==> src/rtl/vop2_pkg.sv <==
// VOP2 issue controller shared definitions: opcodes, instruction field
// layout, FSM state type and opcode legality check (VOP2_DOT2C_EN enables DOT2C).
package vop2_pkg;

    localparam int INST_W   = 32;
    localparam int SRC0_VG  = 8;
    localparam int OP_LSB   = 25;
    localparam int OP_MSB   = 30;
    localparam int RSV_BIT  = 31;

    localparam logic [5:0] OP_DOT2C      = 6'd2;
    localparam logic [5:0] OP_ADD_F32    = 6'd3;
    localparam logic [5:0] OP_SUB_F32    = 6'd4;
    localparam logic [5:0] OP_SUBREV_F32 = 6'd5;
    localparam logic [5:0] OP_MUL_LEG    = 6'd7;
    localparam logic [5:0] OP_MUL_F32    = 6'd8;
    localparam logic [5:0] OP_MUL_I24    = 6'd9;
    localparam logic [5:0] OP_MUL_HI_I24 = 6'd10;

    // Field order matches inst[30:0], so a plain cast decodes it.
    typedef struct packed {
        logic [5:0] op;
        logic [7:0] vdst;
        logic [7:0] vsrc1;
        logic [8:0] src0;
    } vop2_fields_t;

    typedef enum logic [2:0] {
        ST_IDLE,
        ST_RD_S0,
        ST_RD_S1,
        ST_CAP,
        ST_ISSUE,
        ST_WAIT_RES,
        ST_WB
`ifdef VOP2_DOT2C_EN
        , ST_RD_D
`endif
    } state_t;

    function automatic vop2_fields_t decode(input logic [INST_W-1:0] ins);
        return vop2_fields_t'(ins[30:0]);
    endfunction

    function automatic logic is_legal(input logic [INST_W-1:0] ins);
        logic [5:0] op;
        op = ins[OP_MSB:OP_LSB];
        if (ins[RSV_BIT]) begin
            return 1'b0;
        end
        case (op)
            OP_ADD_F32,
            OP_SUB_F32,
            OP_SUBREV_F32,
            OP_MUL_LEG,
            OP_MUL_F32,
            OP_MUL_I24,
            OP_MUL_HI_I24: return 1'b1;
`ifdef VOP2_DOT2C_EN
            OP_DOT2C:      return 1'b1;
`endif
            default:       return 1'b0;
        endcase
    endfunction

endpackage

==> src/rtl/vop2_issue_ctrl.sv <==
// VOP2 issue controller: decode, operand fetch, ALU issue, result writeback.
// Ports: inst_* intake, sgpr_* scalar read, vgpr_rd_*/vgpr_wr_* VGPR file,
// alu_* ALU handshake/result, busy, illegal_op. Macro VOP2_DOT2C_EN adds
// the DOT2C accumulator read (RD_D) and drives alu_src2.
import vop2_pkg::*;

module vop2_issue_ctrl #(
    parameter int DATA_W  = 32,
    parameter int VADDR_W = 8
) (
    input  logic               clk,
    input  logic               rst_n,
    input  logic               inst_valid,
    output logic               inst_ready,
    input  logic [31:0]        inst,
    output logic [7:0]         sgpr_addr,
    input  logic [DATA_W-1:0]  sgpr_data,
    output logic               vgpr_rd_en,
    output logic [VADDR_W-1:0] vgpr_rd_addr,
    input  logic [DATA_W-1:0]  vgpr_rd_data,
    output logic               alu_valid,
    input  logic               alu_ready,
    output logic [5:0]         alu_op,
    output logic [DATA_W-1:0]  alu_src0,
    output logic [DATA_W-1:0]  alu_src1,
    output logic [DATA_W-1:0]  alu_src2,
    input  logic               alu_res_valid,
    input  logic [DATA_W-1:0]  alu_res_data,
    output logic               vgpr_wr_en,
    output logic [VADDR_W-1:0] vgpr_wr_addr,
    output logic [DATA_W-1:0]  vgpr_wr_data,
    output logic               busy,
    output logic               illegal_op
);

    state_t       state_q;
    state_t       state_d;
    vop2_fields_t f_q;
    logic [DATA_W-1:0] opa_q;
    logic [DATA_W-1:0] opb_q;
    logic [DATA_W-1:0] res_q;
    logic         illegal_q;
    logic         accept;
    logic         legal;
    logic         src0_vgpr;

    assign accept    = (state_q == ST_IDLE) && inst_valid;
    assign legal     = is_legal(inst);
    assign src0_vgpr = f_q.src0[SRC0_VG];

    always_ff @(posedge clk or negedge rst_n) begin
        if (!rst_n) begin
            state_q <= ST_IDLE;
        end else begin
            state_q <= state_d;
        end
    end

    always_comb begin
        state_d      = state_q;
        inst_ready   = 1'b0;
        sgpr_addr    = '0;
        vgpr_rd_en   = 1'b0;
        vgpr_rd_addr = '0;
        alu_valid    = 1'b0;
        vgpr_wr_en   = 1'b0;
        unique case (state_q)
            ST_IDLE: begin
                inst_ready = 1'b1;
                if (inst_valid && legal) begin
                    state_d = ST_RD_S0;
                end
            end
            ST_RD_S0: begin
                if (src0_vgpr) begin
                    vgpr_rd_en   = 1'b1;
                    vgpr_rd_addr = VADDR_W'(f_q.src0[7:0]);
                end else begin
                    sgpr_addr = f_q.src0[7:0];
                end
                state_d = ST_RD_S1;
            end
            ST_RD_S1: begin
                vgpr_rd_en   = 1'b1;
                vgpr_rd_addr = VADDR_W'(f_q.vsrc1);
`ifdef VOP2_DOT2C_EN
                if (f_q.op == OP_DOT2C) begin
                    state_d = ST_RD_D;
                end else begin
                    state_d = ST_CAP;
                end
`else
                state_d = ST_CAP;
`endif
            end
`ifdef VOP2_DOT2C_EN
            ST_RD_D: begin
                vgpr_rd_en   = 1'b1;
                vgpr_rd_addr = VADDR_W'(f_q.vdst);
                state_d      = ST_CAP;
            end
`endif
            ST_CAP: begin
                state_d = ST_ISSUE;
            end
            ST_ISSUE: begin
                alu_valid = 1'b1;
                if (alu_ready) begin
                    state_d = ST_WAIT_RES;
                end
            end
            ST_WAIT_RES: begin
                if (alu_res_valid) begin
                    state_d = ST_WB;
                end
            end
            ST_WB: begin
                vgpr_wr_en = 1'b1;
                state_d    = ST_IDLE;
            end
            default: begin
                state_d = ST_IDLE;
            end
        endcase
    end

`ifdef VOP2_DOT2C_EN
    logic [DATA_W-1:0] opc_q;
    logic              is_dot;

    assign is_dot = (f_q.op == OP_DOT2C);

    always_ff @(posedge clk or negedge rst_n) begin
        if (!rst_n) begin
            opc_q <= '0;
        end else if (accept && legal) begin
            opc_q <= '0;
        end else if (state_q == ST_CAP && is_dot) begin
            opc_q <= vgpr_rd_data;
        end
    end

    assign alu_src2 = opc_q;
`else
    assign alu_src2 = '0;
`endif

    // Operand capture follows the one-cycle VGPR read latency: each state
    // captures the data returned for the read issued by the previous state.
    always_ff @(posedge clk or negedge rst_n) begin
        if (!rst_n) begin
            f_q       <= '0;
            opa_q     <= '0;
            opb_q     <= '0;
            res_q     <= '0;
            illegal_q <= 1'b0;
        end else begin
            illegal_q <= accept && !legal;
            if (accept && legal) begin
                f_q <= decode(inst);
            end
            unique case (state_q)
                ST_RD_S0: begin
                    if (!src0_vgpr) begin
                        opa_q <= sgpr_data;
                    end
                end
                ST_RD_S1: begin
                    if (src0_vgpr) begin
                        opa_q <= vgpr_rd_data;
                    end
                end
`ifdef VOP2_DOT2C_EN
                ST_RD_D: begin
                    opb_q <= vgpr_rd_data;
                end
                ST_CAP: begin
                    if (!is_dot) begin
                        opb_q <= vgpr_rd_data;
                    end
                end
`else
                ST_CAP: begin
                    opb_q <= vgpr_rd_data;
                end
`endif
                ST_WAIT_RES: begin
                    if (alu_res_valid) begin
                        res_q <= alu_res_data;
                    end
                end
                default: begin
                end
            endcase
        end
    end

    assign alu_op       = f_q.op;
    assign alu_src0     = opa_q;
    assign alu_src1     = opb_q;
    assign vgpr_wr_addr = VADDR_W'(f_q.vdst);
    assign vgpr_wr_data = res_q;
    assign busy         = (state_q != ST_IDLE);
    assign illegal_op   = illegal_q;

endmodule

==> config.mk <==
export PLATFORM = sky130hd
export DESIGN_NAME = vop2_issue_ctrl
export DESIGN_NICKNAME = d
export VERILOG_FILES = /design/src/rtl/vop2_pkg.sv /design/src/rtl/vop2_issue_ctrl.sv
export SDC_FILE = /design/constraint.sdc
export NUM_CORES = 1
export LEC_CHECK = 0
export BUFFER_PORTS_ARGS = -buffer_cell sky130_fd_sc_hd__buf_2
export CAP_MARGIN = 25
export CORE_AREA = 2 2 116 118
export DETAILED_ROUTE_END_ITERATION = 7
export DIE_AREA = 0 0 118 120
export PLACE_DENSITY = 0.81
export SETUP_SLACK_MARGIN = 0.3
export SYNTH_ARGS = -nofsm -noshare
export SYNTH_HDL_FRONTEND = slang
export SYNTH_SLANG_ARGS = --single-unit
==> constraint.sdc <==
create_clock -name clk -period 4.2 [get_ports clk]
set_clock_uncertainty 0.2 [all_clocks]
set_input_delay 0.42 -clock clk [delete_from_list [all_inputs] [get_ports clk]]
set_output_delay 0.42 -clock clk [all_outputs]
set_load 0.01 [all_outputs]
==> results.py <==
metrics = {
    "synth": {
        "synthCells": 442,
        "ys_warn_count": 0,
        "avgSynthCellArea_sq_um": 13.3,
        "yosysUniqueCellTypes": 33,
        "yosysSeqAreaShare_pct": 55.8,
        "netlist_area_sq_um": 5880,
        "ys_ff_latch": 131,
    },
    "grt": {
        "track_usage_pct": 20.3,
        "grt_max_degree": 69,
        "grt_pass1_wl_mm": 22.4,
        "antenna_found_initial": 0,
        "grt_overflow_total": 0,
        "grt_pass1_vias": 4527,
    },
    "routing": {
        "firstDrtPassIters": 4,
        "vias_per_cell": 4.83,
        "drt_wl_total_mm": 14.1,
        "vias": 4246,
        "first_iter_violations": 95,
        "drc": 0,
        "routedWlPerCell_microns": 16.0,
        "antenna_left": 0,
    },
    "cells_and_area": {
        "nets": 827,
        "syn_to_final_growth_pct": 30.6,
        "n_fill_cell": 1040,
        "antenna_cells": 0,
        "drive_gt1_share_pct": 56.7,
        "regArea_sq_um": 3280,
        "multi_input_area_sq_um": 2250,
        "utilization_pct": 59.1,
    },
    "floorplanning": {
        "fp.dieH_microns": 120,
        "core_area_sq_um": 13000,
        "row_count": 42,
        "start_util_pct": 45.3,
        "dieWidth_microns": 118,
        "dieArea_sq_um": 14200,
        "ioPinCount": 297,
    },
    "cts": {
        "ctsLongestPathBuffers": 2,
        "cts_resized": 0,
        "numCtsBuffers": 17,
        "clkLatencyLatePin_ps": 410,
        "cts_num_sinks": 131,
        "ctsRootBufferMaster": "clkbuf_16",
        "cts_tree": "done",
        "ctsHtreeMaxLevel": 4,
        "clkSlewWorstSetupHoldPaths_ps": 50,
    },
    "critical_path": {
        "startpoint_type": "flip-flop",
        "worstPathCellList": "nand2b_1, nor3_1, and2_1, buf_2",
        "cp_slowest_stage_delay_ps": 670,
        "r2r_cells": 5,
        "cpMaxStageDelayCell": "nor3_1",
        "critPathKind": "flip-flop to output port",
        "worstSetupEndpointType": "output port",
        "arrival_ps": 2250,
        "path_max_fanout": 14,
        "worstPathRequired_ps": 3580,
    },
    "sta": {
        "drv_slew": 0,
        "relSlewSlack_pct": 38.1,
        "tightest_slew_ps": 927,
        "finalHoldViolations": 0,
        "period_share_pct": 68.4,
        "fin_tns_setup_ps": 0,
        "rsz0062_at_grt": "no",
        "setup_violations": 0,
        "timing.fmax_mhz": 348,
        "layout_min_cycle_time_ps": 2870,
    },
    "pwr": {
        "power.internal_mw": 3.82,
        "power_density_nw_per_um2": 757,
        "combPwrFrac_pct": 39.0,
        "p_leak_nw": 3.94,
        "p_sw_mw": 1.99,
        "swShare_pct": 34.2,
        "clock_power_share_pct": 22.7,
        "seqPwrFrac_pct": 38.4,
        "peakVddDrop_mv": 0.447,
    },
    "place": {
        "post-dp-hpwl_mm": 10.4,
        "port_buffers": 264,
        "gp_congestion": 0.815,
    },
    "worst_hold_path": {
        "hold_class": "input pin to flip-flop",
        "whs_path_depth": 2,
    },
    "run_status": {
        "status": "completed",
    },
    "flow_run": {
        "cap_viol_max_count": 0,
    },
}
==> layout by cell type, fill, tap and decap left out, types with 2 or more instances in the layout <==
| master | n |
|---|---|
| mux2_4 | 28 |
| clkinv_2 | 4 |
| nor3_1 | 3 |
| and2_1 | 10 |
| o21bai_1 | 2 |
| nor2_1 | 34 |
| a21oi_1 | 35 |
| mux2_2 | 66 |
| dfrtp_1 | 131 |
| nand2_1 | 3 |
| nor3b_2 | 2 |
| clkbuf_1 | 2 |
| buf_4 | 6 |
| inv_1 | 2 |
| conb_1 | 32 |
| or3_1 | 2 |
| clkbuf_8 | 5 |
| mux2i_1 | 33 |
| a22o_1 | 8 |
| buf_2 | 263 |
| clkbuf_16 | 17 |
==> synthesized netlist by cell type <==
library cell / instances / area [sq um]
nand4b_1: 1 / 8.76
or3_1: 2 / 12.5
inv_1: 2 / 7.51
a22o_1: 8 / 70.1
xnor2_1: 1 / 8.76
and3b_1: 1 / 8.76
nand3_1: 1 / 5.00
nor3_1: 3 / 15.0
buf_6: 3 / 33.8
clkbuf_1: 4 / 15.0
a21oi_2: 1 / 8.76
nand2_1: 3 / 11.3
a21oi_1: 35 / 175
nand2b_1: 1 / 6.26
and2_1: 10 / 62.6
o21bai_1: 2 / 15.0
nor2_1: 34 / 128
mux2i_1: 33 / 330
dfrtp_1: 131 / 3280
conb_1: 1 / 3.75
nand4_2: 1 / 12.5
buf_4: 46 / 345
buf_2: 16 / 80.1
mux2_2: 66 / 743
or2_2: 1 / 6.26
nand3b_1: 1 / 7.51
a41oi_1: 1 / 8.76
nor3b_2: 1 / 12.5
mux2_4: 28 / 420
a221oi_2: 1 / 15.0
nor3b_1: 1 / 7.51
o21ai_0: 1 / 5.00
or3b_2: 1 / 8.76
==> logic make-up (layout without fill, tap and decap cells) <==
family | Yosys count | after routing | share of synthesized area (%)
DFF | 131 | 131 | 55.8
muxes | 127 | 127 | 25.4
buffers and inverters | 71 | 302 | 8.20
AOI/OAI and AO/OA | 49 | 49 | 5.07
xor gates and xnor gates | 1 | 1 | 0.149
other | 1 | 32 | 0.0638
and+or+nand+nor | 62 | 62 | 5.32
==> per-layer routing <==
layer	vias up	track usage [%]	wire [microns]
li1	1968	-	-
met1	2040	22.9	5430
met2	214	34.4	7160
met3	24	7.46	1150
met4	0	9.34	311
met5	-	0	0
==> final timing paths <==
check                                       start                            to  slack (ps)
max                        state_q[0]$_DFFE_PN0P_                  sgpr_addr[6]        1330
min                              alu_res_data[31]  vgpr_wr_data[31]$_DFFE_PN0P_          30
max reg2reg                state_q[0]$_DFFE_PN0P_      alu_src0[13]$_DFFE_PN0P_        1820
min reg2reg                 alu_op[5]$_DFFE_PN0P_         alu_op[5]$_DFFE_PN0P_         300
max in group asynchronous                   rst_n      alu_src1[16]$_DFFE_PN0P_        2500
min in group asynchronous                   rst_n   vgpr_wr_data[7]$_DFFE_PN0P_         440
==> layout make-up <==
cell class | count | area share, %
Clock buffer | 24 | 6.54
Inverter | 2 | 0.0978
Clock inverter | 5 | 0.359
Tap cell | 176 | 2.87
Multi-Input combinational cell | 271 | 29.3
Sequential cell | 131 | 42.7
Timing Repair Buffer | 271 | 18.1
==> registers in the layout (all words and copies together) (netlist names) <==
name and cells:
alu_src0 32, alu_src1 32, vgpr_wr_data 32, f_q 17, vgpr_wr_addr 8, alu_op 6
state_q 3, illegal_op 1
==> what timing repair did <==
| item | CTS | global route |
|---|---|---|
| hold buffers | 1 | 0 |
| endpoints found under the hold margin | 63 | 0 |
| setup buffers | 0 | 0 |
==> power by group through the flow <==
stage                     clock (mW)  sequential [mW]  combinational (mW)
after floorplan                    0             2.38                1.30
final                           1.32             2.23                2.26
after CTS                       1.35             2.23                2.30
after global routing            1.40             2.31                2.47
after global placement             0             2.20                2.22
after detailed placement           0             2.24                2.30
==> critical path: cells and delay by family, from the launching register on <==
family	cells	cell delay, ps
buf+inv	1	130
flops	1	620
simple gates	3	1090
==> through the flow <==
step	power (mW)	setup slack [ps]	hold slack, ps	instance area, sq um	cells
final	5.81	1330	30.7	7680	880
after global routing	6.17	1150	15.3	7680	880
after CTS	5.88	1290	14.9	7680	880
after detailed placement	4.53	1790	287	7140	850
after global placement	4.41	1810	282	7140	850
after floorplan	3.68	2130	-75.6	5990	473
Power figures use the tool's default switching activity.
